### config.mk
export PLATFORM = sky130hd
export DESIGN_NAME = exp_approx
export DESIGN_NICKNAME = d
export VERILOG_FILES = /design/src/rtl/exp_approx.sv
export SDC_FILE = /design/constraint.sdc
export NUM_CORES = 1
export LEC_CHECK = 0
export CAP_MARGIN = 25
export CORE_MARGIN = 2
export CORE_UTILIZATION = 40
export CTS_BUF_LIST = sky130_fd_sc_hd__clkbuf_4 sky130_fd_sc_hd__clkbuf_8
export DETAILED_ROUTE_END_ITERATION = 10
export GPL_TIMING_DRIVEN = 0
export PLACE_DENSITY = 0.63
export SLEW_MARGIN = 10
export SYNTH_ARGS = -nofsm -noshare
export SYNTH_HDL_FRONTEND = slang
export SYNTH_SLANG_ARGS = --single-unit
export TNS_END_PERCENT = 50
### constraint.sdc
create_clock -name clk -period 22.3 [get_ports clk]
set_input_delay 3.345 -clock clk [delete_from_list [all_inputs] [get_ports clk]]
set_output_delay 3.345 -clock clk [all_outputs]
set_load 0.005 [all_outputs]
### src/rtl/exp_approx.sv
// Fixed-point e^x approximation: x*log2(e) splits into an integer exponent k and a
// fraction f, 2^f comes from a quadratic, and the result is scaled by 2^k with saturation.
module exp_approx #(
    parameter int WIDTH = 16,
    parameter int FRAC  = 8
) (
    input  logic                    clk,
    input  logic                    rst,
    input  logic                    in_valid,
    input  logic signed [WIDTH-1:0] x,
    output logic                    out_valid,
    output logic signed [WIDTH-1:0] y
);

    localparam int TW = 2*WIDTH - FRAC;
    localparam int KW = TW - FRAC;
    localparam int SW = $clog2(WIDTH);

    localparam longint LOG2E_I = ((longint'(14426950) << FRAC) + longint'(5000000)) / longint'(10000000);
    localparam longint C1_I    = ((longint'(21) << FRAC) + longint'(16)) / longint'(32);
    localparam longint C2_I    = ((longint'(11) << FRAC) + longint'(16)) / longint'(32);

    localparam logic signed [2*WIDTH-1:0] LOG2E = (2*WIDTH)'(LOG2E_I);
    localparam logic [2*FRAC-1:0]         C1    = (2*FRAC)'(C1_I);
    localparam logic [2*FRAC-1:0]         C2    = (2*FRAC)'(C2_I);
    localparam logic signed [KW-1:0]      K_SAT = KW'(WIDTH - 1 - FRAC);
    localparam logic signed [KW-1:0]      K_UNF = KW'(-(FRAC + 1));
    localparam logic [WIDTH-1:0]          Y_MAX = {1'b0, {(WIDTH-1){1'b1}}};

    // 2^f for f in [0,1): 1 + C1*f + C2*f^2, every product truncated
    function automatic logic [FRAC:0] poly(input logic [FRAC-1:0] f);
        logic [2*FRAC-1:0] fw;
        logic [2*FRAC-1:0] lin;
        logic [2*FRAC-1:0] sq;
        logic [2*FRAC-1:0] quad;
        fw   = (2*FRAC)'(f);
        lin  = (fw * C1) >> FRAC;
        sq   = (fw * fw) >> FRAC;
        quad = (sq * C2) >> FRAC;
        poly = (FRAC+1)'((2*FRAC)'(1 << FRAC) + lin + quad);
    endfunction

    // p is always in [2^FRAC, 2^(FRAC+1)), so the overflow/underflow points depend on k alone
    function automatic logic [WIDTH-1:0] scale(input logic signed [KW-1:0] k,
                                               input logic [FRAC:0] p);
        logic [WIDTH-1:0] pw;
        pw = WIDTH'(p);
        if (k >= K_SAT)
            scale = Y_MAX;
        else if (k <= K_UNF)
            scale = '0;
        else if (!k[KW-1])
            scale = pw << SW'(k);
        else
            scale = pw >> SW'(-k);
    endfunction

    logic signed [2*WIDTH-1:0] x_ext;
    logic signed [2*WIDTH-1:0] prod;
    logic signed [TW-1:0]      t_p0;
    logic signed [KW-1:0]      k_p1;
    logic [FRAC-1:0]           f_p1;
    logic signed [KW-1:0]      k_p2;
    logic [FRAC:0]             p_p2;
    logic                      vld_p0;
    logic                      vld_p1;
    logic                      vld_p2;

    always_comb begin
        x_ext = {{WIDTH{x[WIDTH-1]}}, x};
        prod  = x_ext * LOG2E;
    end

    always_ff @(posedge clk) begin
        if (rst) begin
            vld_p0    <= 1'b0;
            vld_p1    <= 1'b0;
            vld_p2    <= 1'b0;
            out_valid <= 1'b0;
            y         <= '0;
        end else begin
            vld_p0    <= in_valid;
            vld_p1    <= vld_p0;
            vld_p2    <= vld_p1;
            out_valid <= vld_p2;
            if (vld_p2)
                y <= scale(k_p2, p_p2);
        end
    end

    always_ff @(posedge clk) begin
        // p0: t = floor(x * log2(e))
        t_p0 <= TW'(prod >>> FRAC);
        // p1: integer / fraction split
        k_p1 <= KW'(t_p0 >>> FRAC);
        f_p1 <= t_p0[FRAC-1:0];
        // p2: fractional power of two
        k_p2 <= k_p1;
        p_p2 <= poly(f_p1);
    end

endmodule

### After elaboration in Yosys (flattened, before gate mapping)

Cells that the tools add are included.

* register bits after elaboration: 75
* word-level logic and storage cells: 24

* $add $sub $neg: 3
* $mul: 4
* order comparisons: 2
* shifts and indexed selects: 2
* mux-type cells: 3

Operator list (count)
* 16-bit two-way mux: 3
* 16-bit by 10-bit multiplier with 26-bit output (second input constant): 1
* 8-bit by 8-bit multiplier with 16-bit output: 1
* 9-bit by 4-bit left shift with 16-bit output: 1
* 9-bit by 4-bit right shift with 16-bit output: 1
* 8-bit by 5-bit multiplier with 13-bit output (second input constant): 1
* 8-bit by 4-bit multiplier with 12-bit output (second input constant): 1
* 10-bit by 4-bit >= comparator with 1-bit output (second input constant): 1
* 10-bit by 5-bit less-or-equal comparator with 1-bit output (second input constant): 1
* 9-bit by 7-bit adder with 9-bit output: 1
* 9-bit by 8-bit adder with 9-bit output (first input constant): 1
* 4-bit negation: 1

### Longest topological paths before layout

Gate-level depths: netlist of run 1.

* depth after elaboration: 5
* depth in mapped cells: 34
* gate-level depth less buffers: 34

### Worst setup path after synthesis of run 1

Ideal clock, no wire load.

* path type: flip-flop to flip-flop
* from: register f_p1[6]
* to: register p_p2[8]
* setup time: 0.138 ns
* data arrival time: 7.112 ns
* path slack: 15.049 ns
* cell stages (with the launch flop): 33
* path buffers: 0
* period minus slack after synthesis: 7.251 ns
* cell sequence: dfxtp_1 > inv_1 > nor2_1 > fa_1 > fa_1 > inv_1 > fa_1 > fa_1 > inv_1 > ha_1 > a21o_1 > a21oi_1 > nand2_1 > a21oi_1 > xnor2_1 > ha_1 > ha_1 > xor2_1 > ha_1 > a211o_1 > nor3_1 > a31o_2 > nor2_1 > xnor2_1 > ha_1 > inv_1 > fa_1 > nor2b_1 > o21ai_0 > a21boi_0 > o21ai_0 > a21boi_0 > o21ai_0

* longest elaborated chain between the ends: 3

Ends and longest elaborated chain
* start, declared: RTL line 62 `logic [FRAC-1:0] f_p1;`
* start signal, assigned: RTL line 96 `f_p1 <= t_p0[FRAC-1:0];`
* 8-bit by 8-bit multiplier with 16-bit output or 8-bit by 5-bit multiplier with 13-bit output (tied branches): RTL line 38, 37
* 8-bit by 4-bit multiplier with 12-bit output or 9-bit by 8-bit adder with 9-bit output (tied branches): RTL line 39, 40
* 9-bit by 7-bit adder with 9-bit output *: RTL line 40 `poly = (FRAC+1)'((2*FRAC)'(1 << FRAC) + lin + quad);`
* end signal, assigned: RTL line 99 `p_p2 <= poly(f_p1);`
* end, declared: RTL line 64 `logic [FRAC:0] p_p2;`

Mark *: on every way between the ends. The rest lies on a longest branch, timed or not.
A chain may end at the register's enable or synchronous reset.

### Worst setup path after layout of run 1

Ends and elaborated chain as after synthesis.

==> results of run 1 <==
-- worst reg2reg max path: cells and delay by family, from the launching register on --
kind                     cells  cell delay, ns
AO/OA/AOI/OAI                8            1.33
adder cells (fa/ha/maj)     10            4.01
buffers and inverters        4            0.35
flip-flops                   1            0.48
AND/OR/NAND/NOR              6            0.91
multiplexers                 1            0.38
XOR/XNOR                     3            0.76
-- area by class of cell --
type	count	area (um^2)	share of cell area [%]
multi-input combinational	617	5930	64.1
sequential	75	1500	16.2
inverter	222	833	9.01
timing repair buffer	34	340	3.68
tap	270	338	3.65
clock buffer	9	124	1.34
clock inverter	7	106	1.15
buffer	18	73.8	0.798
-- cells by family (layout without fill, tap and decap cells) --
| family | count (synthesis) | count (layout) |
|---|---|---|
| XOR/XNOR | 54 | 54 |
| AO/OA/AOI/OAI | 133 | 133 |
| multiplexers | 34 | 34 |
| flip-flops | 75 | 75 |
| buffers and inverters | 240 | 290 |
| AND/OR/NAND/NOR | 181 | 181 |
| adder cells (fa/ha/maj) | 215 | 215 |
-- stage by stage --
| step | hold slack (ns) | std cells | util (%) | instance area [um^2] | setup WS (ns) |
|---|---|---|---|---|---|
| floorplan | 0.310 | 932 | - | 8340 | 15.05 |
| global placement | 0.310 | 1236 | 44.3 | 9020 | 14.06 |
| global route | 0.328 | 1252 | 45.4 | 9250 | 13.18 |
| detailed placement | 0.312 | 1236 | 44.3 | 9020 | 13.87 |
| finish | 0.319 | 1252 | 45.4 | 9250 | 13.93 |
| CTS | 0.322 | 1252 | 45.4 | 9250 | 13.83 |
-- synth_stat cells, types with 10 or more instances --
cell type / n
nor2b_1: 17
nor3_1: 15
xor2_1: 18
xnor2_1: 36
clkbuf_1: 13
a21o_1: 10
ha_1: 142
nor2_1: 51
nand3_1: 11
a21oi_1: 37
nand2_1: 34
dfxtp_1: 75
nand2b_1: 10
inv_1: 221
mux2i_1: 22
fa_1: 73
o21ai_0: 29
and2_1: 17
-- state kept, by name, indices dropped and copies added, names as in the netlist --
register,count
k_p1,10
vld_p2,1
vld_p1,1
f_p1,8
t_p0,18
y,16
vld_p0,1
p_p2,9
out_valid,1
k_p2,10
-- final timing paths --
path,slack [ns],startpoint,cells past startpoint,to
worst max register to register,13.93,f_p1[6],32,p_p2[8]
worst min register to register,0.32,t_p0[9],0,k_p1[1]
worst max-delay path,13.93,f_p1[6],32,p_p2[8]
worst min-delay path,0.32,t_p0[9],0,k_p1[1]
-- routing by layer --
layer | wire length, um | vias to the layer above | track usage [%]
li1 | - | 3105 | -
met1 | 6880 | 2729 | 18.4
met2 | 6520 | 87 | 23.0
met3 | 379 | 17 | 1.56
met4 | 258 | 0 | 3.95
met5 | 0 | - | 0
==> impl_metrics.ini, run 1 <==
[worst_setup_path]
critPathSlowestCell = fa_1
crit_type = reg -> reg
cp_max_fo = 7
cp.required_ns = 22.52
worstPathArrival_ns = 8.59
critPathMaxStageDelay_ns = 0.54
cp-end-kind = flop
path_delay_family = adder cells
critPathLaunchType = flop
cp_num_buf_inv = 4

[floorplanning]
core_area_um2 = 20400
ios = 36
placement_rows = 52
die_h_um = 148
die_w_um = 148
start_util_pct = 41.0
die-area_um2 = 22000

[run]
cap_violations = 0

[timing]
worstMarginPinSlew_ns = 0.677
clock.fmax_mhz = 119
slew_headroom_pct = 54.7
hold_violations = 0
final-setup-viol-count = 0
drv_slew = 0
clock_skew_ns = 0.0164
fin_crit_ns = 8.37
period_share_pct = 37.5
finalSetupTns_ns = 0
rsz0062_at_grt = no

[logic_synthesis]
netlist_area_um2 = 8340
synth_compound_area_share_pct = 10.7
muxShareOfSynthArea_pct = 5.07
ys_warn_count = 0
async_flop_share_pct = 0
synth.largest_area_cell = ha_1
synthFlopType = dfxtp_1
synth_cell_types = 58
syn_area_per_cell_um2 = 8.95
synthTopCellsByArea = ha_1 (21%), dfxtp_1 (18%), fa_1 (18%)
synth_top_family_by_area = adder cells
synth-seq-area-share_pct = 18.0
syn_inst = 932
ys_ff_latch = 75
syn-num-nets = 1166
synthAdderAreaFrac_pct = 38.8
synth_edf_count = 0
synth-xor-area-share_pct = 5.67
synth_top_area_share_pct = 21.3
synthSimpleGateAreaFrac_pct = 10.9

[global_route]
grtUsageTotal_pct = 13.6
grt_max_degree = 16
grt_first_pass_wirelength_um = 25200
grt_overflow = 0
grt_pass1_vias = 5834
antenna_found_initial = 0

[layout]
n_antenna_cell = 0
drive_above_1_share_pct = 4.38
layout_commonest_cell = inv_1
area_growth_pct = 10.9
final_cell_mix = inv_1 (221), ha_1 (142), dfxtp_1 (75), fa_1 (73), nor2_1 (51)
fin_nets = 1211
nFillCells = 2004

[detailed_routing]
drt-total-wl_um = 14000
avgRoutedWirePerCell_um = 11.2
vias = 5938
drcViolationCount = 0
viasPerCell = 4.74
ant_nets = 0
drt_iter0_drc = 224
dr.pass1.iters = 7

[placed_design]
place_hpwl_um = 11900
place.gp.congestion = 0.859
portBuffers = 34

[clock_tree]
tritoncts = built
clock-root-buffer = clkbuf_8
post_cts_buffers = 0
clock_latency_ns = 0.35
cts.sinks = 75
postCtsHoldBufs = 0
clk_pin_slew_ns = 0.09
cts_resized = 0
cts_made_buffers = 9
htreeDepth = 3
cts_buffer_depth = 2

[hold_path]
hold_path.class = reg -> reg

[status]
status = finished, final reports clean
Power of run 1 is left out: the tool's default activity adds up to more than one toggle a clock period on the data nets, which glitch-free logic cannot reach.
==> run 2, diff against run 1 <==
Clock period 22.3 ns to 7.9 ns, I/O delays scaled along.
==> run 2 against run 1 <==
Cell count is 0.80% higher. Sequential share of layout area decreased by 0.13 points. Final area up 2.1%. Via count increased by 0.89%. Wire length grew 1.8%. Setup slack worse by 13 ns. Clock-buffer cell count stayed put. Worst hold slack gained 0.0013 ns. Critical endpoint is now p_p2[6]. Fmax is 13% higher. Largest cell class unchanged. Flip-flop and latch count unchanged.
==> impl_metrics.ini, run 2 (synthesis gave the netlist of run 1 again) <==
[status]
status = finished, final reports clean

[detailed_routing]
vias = 5991
drt_iter0_drc = 178
avgRoutedWirePerCell_um = 11.3
viasPerCell = 4.75
drcViolationCount = 0
ant_nets = 0
dr.pass1.iters = 5
drt-total-wl_um = 14300

[floorplanning]
start_util_pct = 41.0
die-area_um2 = 22000
placement_rows = 52
die_w_um = 148
die_h_um = 148
ios = 36
core_area_um2 = 20400

[placed_design]
portBuffers = 34
place_hpwl_um = 11900
place.gp.congestion = 0.859
dp.cells = 1236

[timing]
final-setup-viol-count = 0
clock_skew_ns = 0.0180
whs_ns = 0.321
hold_violations = 0
drv_slew = 0
worstMarginPinSlew_ns = 0.688
slew_headroom_pct = 54.0
rsz0062_at_grt = no
period_share_pct = 93.7
fin_crit_ns = 7.40
clock.fmax_mhz = 135

[worst_setup_path]
cp-end-kind = flop
critPathMaxStageDelay_ns = 0.54
worstPathArrival_ns = 7.66
crit_type = reg -> reg
critPathSlowestCell = fa_1
critPathLaunchType = flop
cp.required_ns = 8.16
cp_max_fo = 7

[layout]
top_register = t_p0
nFillCells = 1994
layout_commonest_cell = inv_1
fin_nets = 1221
final_cell_mix = inv_1 (219), ha_1 (138), fa_1 (72), dfxtp_1 (67), nor2_1 (49)
n_antenna_cell = 0
area_growth_pct = 13.2
reg_top3 = t_p0 (18), y (16)
drive_above_1_share_pct = 7.96
instances_no_fill = 1262
largest_register_ff_count = 18

[clock_tree]
cts_buffer_depth = 2
clock-root-buffer = clkbuf_8
clk_pin_slew_ns = 0.10
htreeDepth = 3
tritoncts = built
clock_latency_ns = 0.36
postCtsHoldBufs = 0
cts_made_buffers = 9
cts.sinks = 75

[global_route]
grt_pass1_vias = 5859
grt_overflow = 0
antenna_found_initial = 0
grtUsageTotal_pct = 13.7
grt_max_degree = 16
grt_first_pass_wirelength_um = 25400

[run]
cap_violations = 0

[hold_path]
hold_path.class = reg -> reg
run 2: changes by cell type in the layout (fill, tap and decap cells not counted), moves of 3 or more:
cell / change
buf_4: +10
dfxtp_1: -8
dfxtp_2: +4
dfxtp_4: +4
ha_1: -4
o21ai_0: -3
o21ai_1: +3
run 2: area by class of cell:
cell class,instances,area (um^2),share of cell area [%]
Inverter,222,841,8.90
Tap cell,270,338,3.58
Buffer,18,73.8,0.781
Sequential cell,75,1520,16.1
Timing Repair Buffer,44,415,4.40
Clock buffer,9,124,1.31
Clock inverter,7,106,1.13
Multi-Input combinational cell,617,6030,63.8
run 2: repair_timing:
action                     CTS  global route
setup buffers                2             8
gates resized for setup     14            24
setup endpoints to repair    5             5
pin swaps                    3            12
run 2: final timing paths:
path	start	endpoint	slack (ns)	cells after the start
max	f_p1[2]	p_p2[6]	0.50	32
min	t_p0[9]	k_p1[1]	0.32	0
min reg2reg	t_p0[9]	k_p1[1]	0.32	0
max reg2reg	f_p1[2]	p_p2[6]	0.50	32
run 2: critical path: cells and delay by family, from the launching register on:
family | cells | cell delay [ns]
AND/OR/NAND/NOR | 8 | 0.98
flip-flops | 1 | 0.40
XOR/XNOR | 3 | 0.51
AO/OA/AOI/OAI | 9 | 1.60
buffers and inverters | 3 | 0.25
adder cells (fa/ha/maj) | 9 | 3.56
run 2: layer usage:
metal | vias to the layer above | GRT usage, % | wire length, um
met1 | 2765 | 18.5 | 6950
li1 | 3129 | - | -
met4 | 0 | 3.95 | 251
met3 | 19 | 1.56 | 357
met5 | - | 0 | 0
met2 | 78 | 23.3 | 6740
run 2: metrics by stage:
| stage | instance area [um^2] | setup TNS, ns | setup slack [ns] | utilization, % |
|---|---|---|---|---|
| finish | 9450 | 0 | 0.499 | 46.4 |
| global route | 9450 | 0 | 0.00399 | 46.4 |
| CTS | 9310 | 0 | 0.00183 | 45.7 |
| detailed placement | 9020 | -1.38 | -0.527 | 44.3 |
| global placement | 9020 | -0.756 | -0.342 | 44.3 |
| floorplan | 8340 | 0 | 0.649 | - |
Power of run 2 is left out for the same reason.
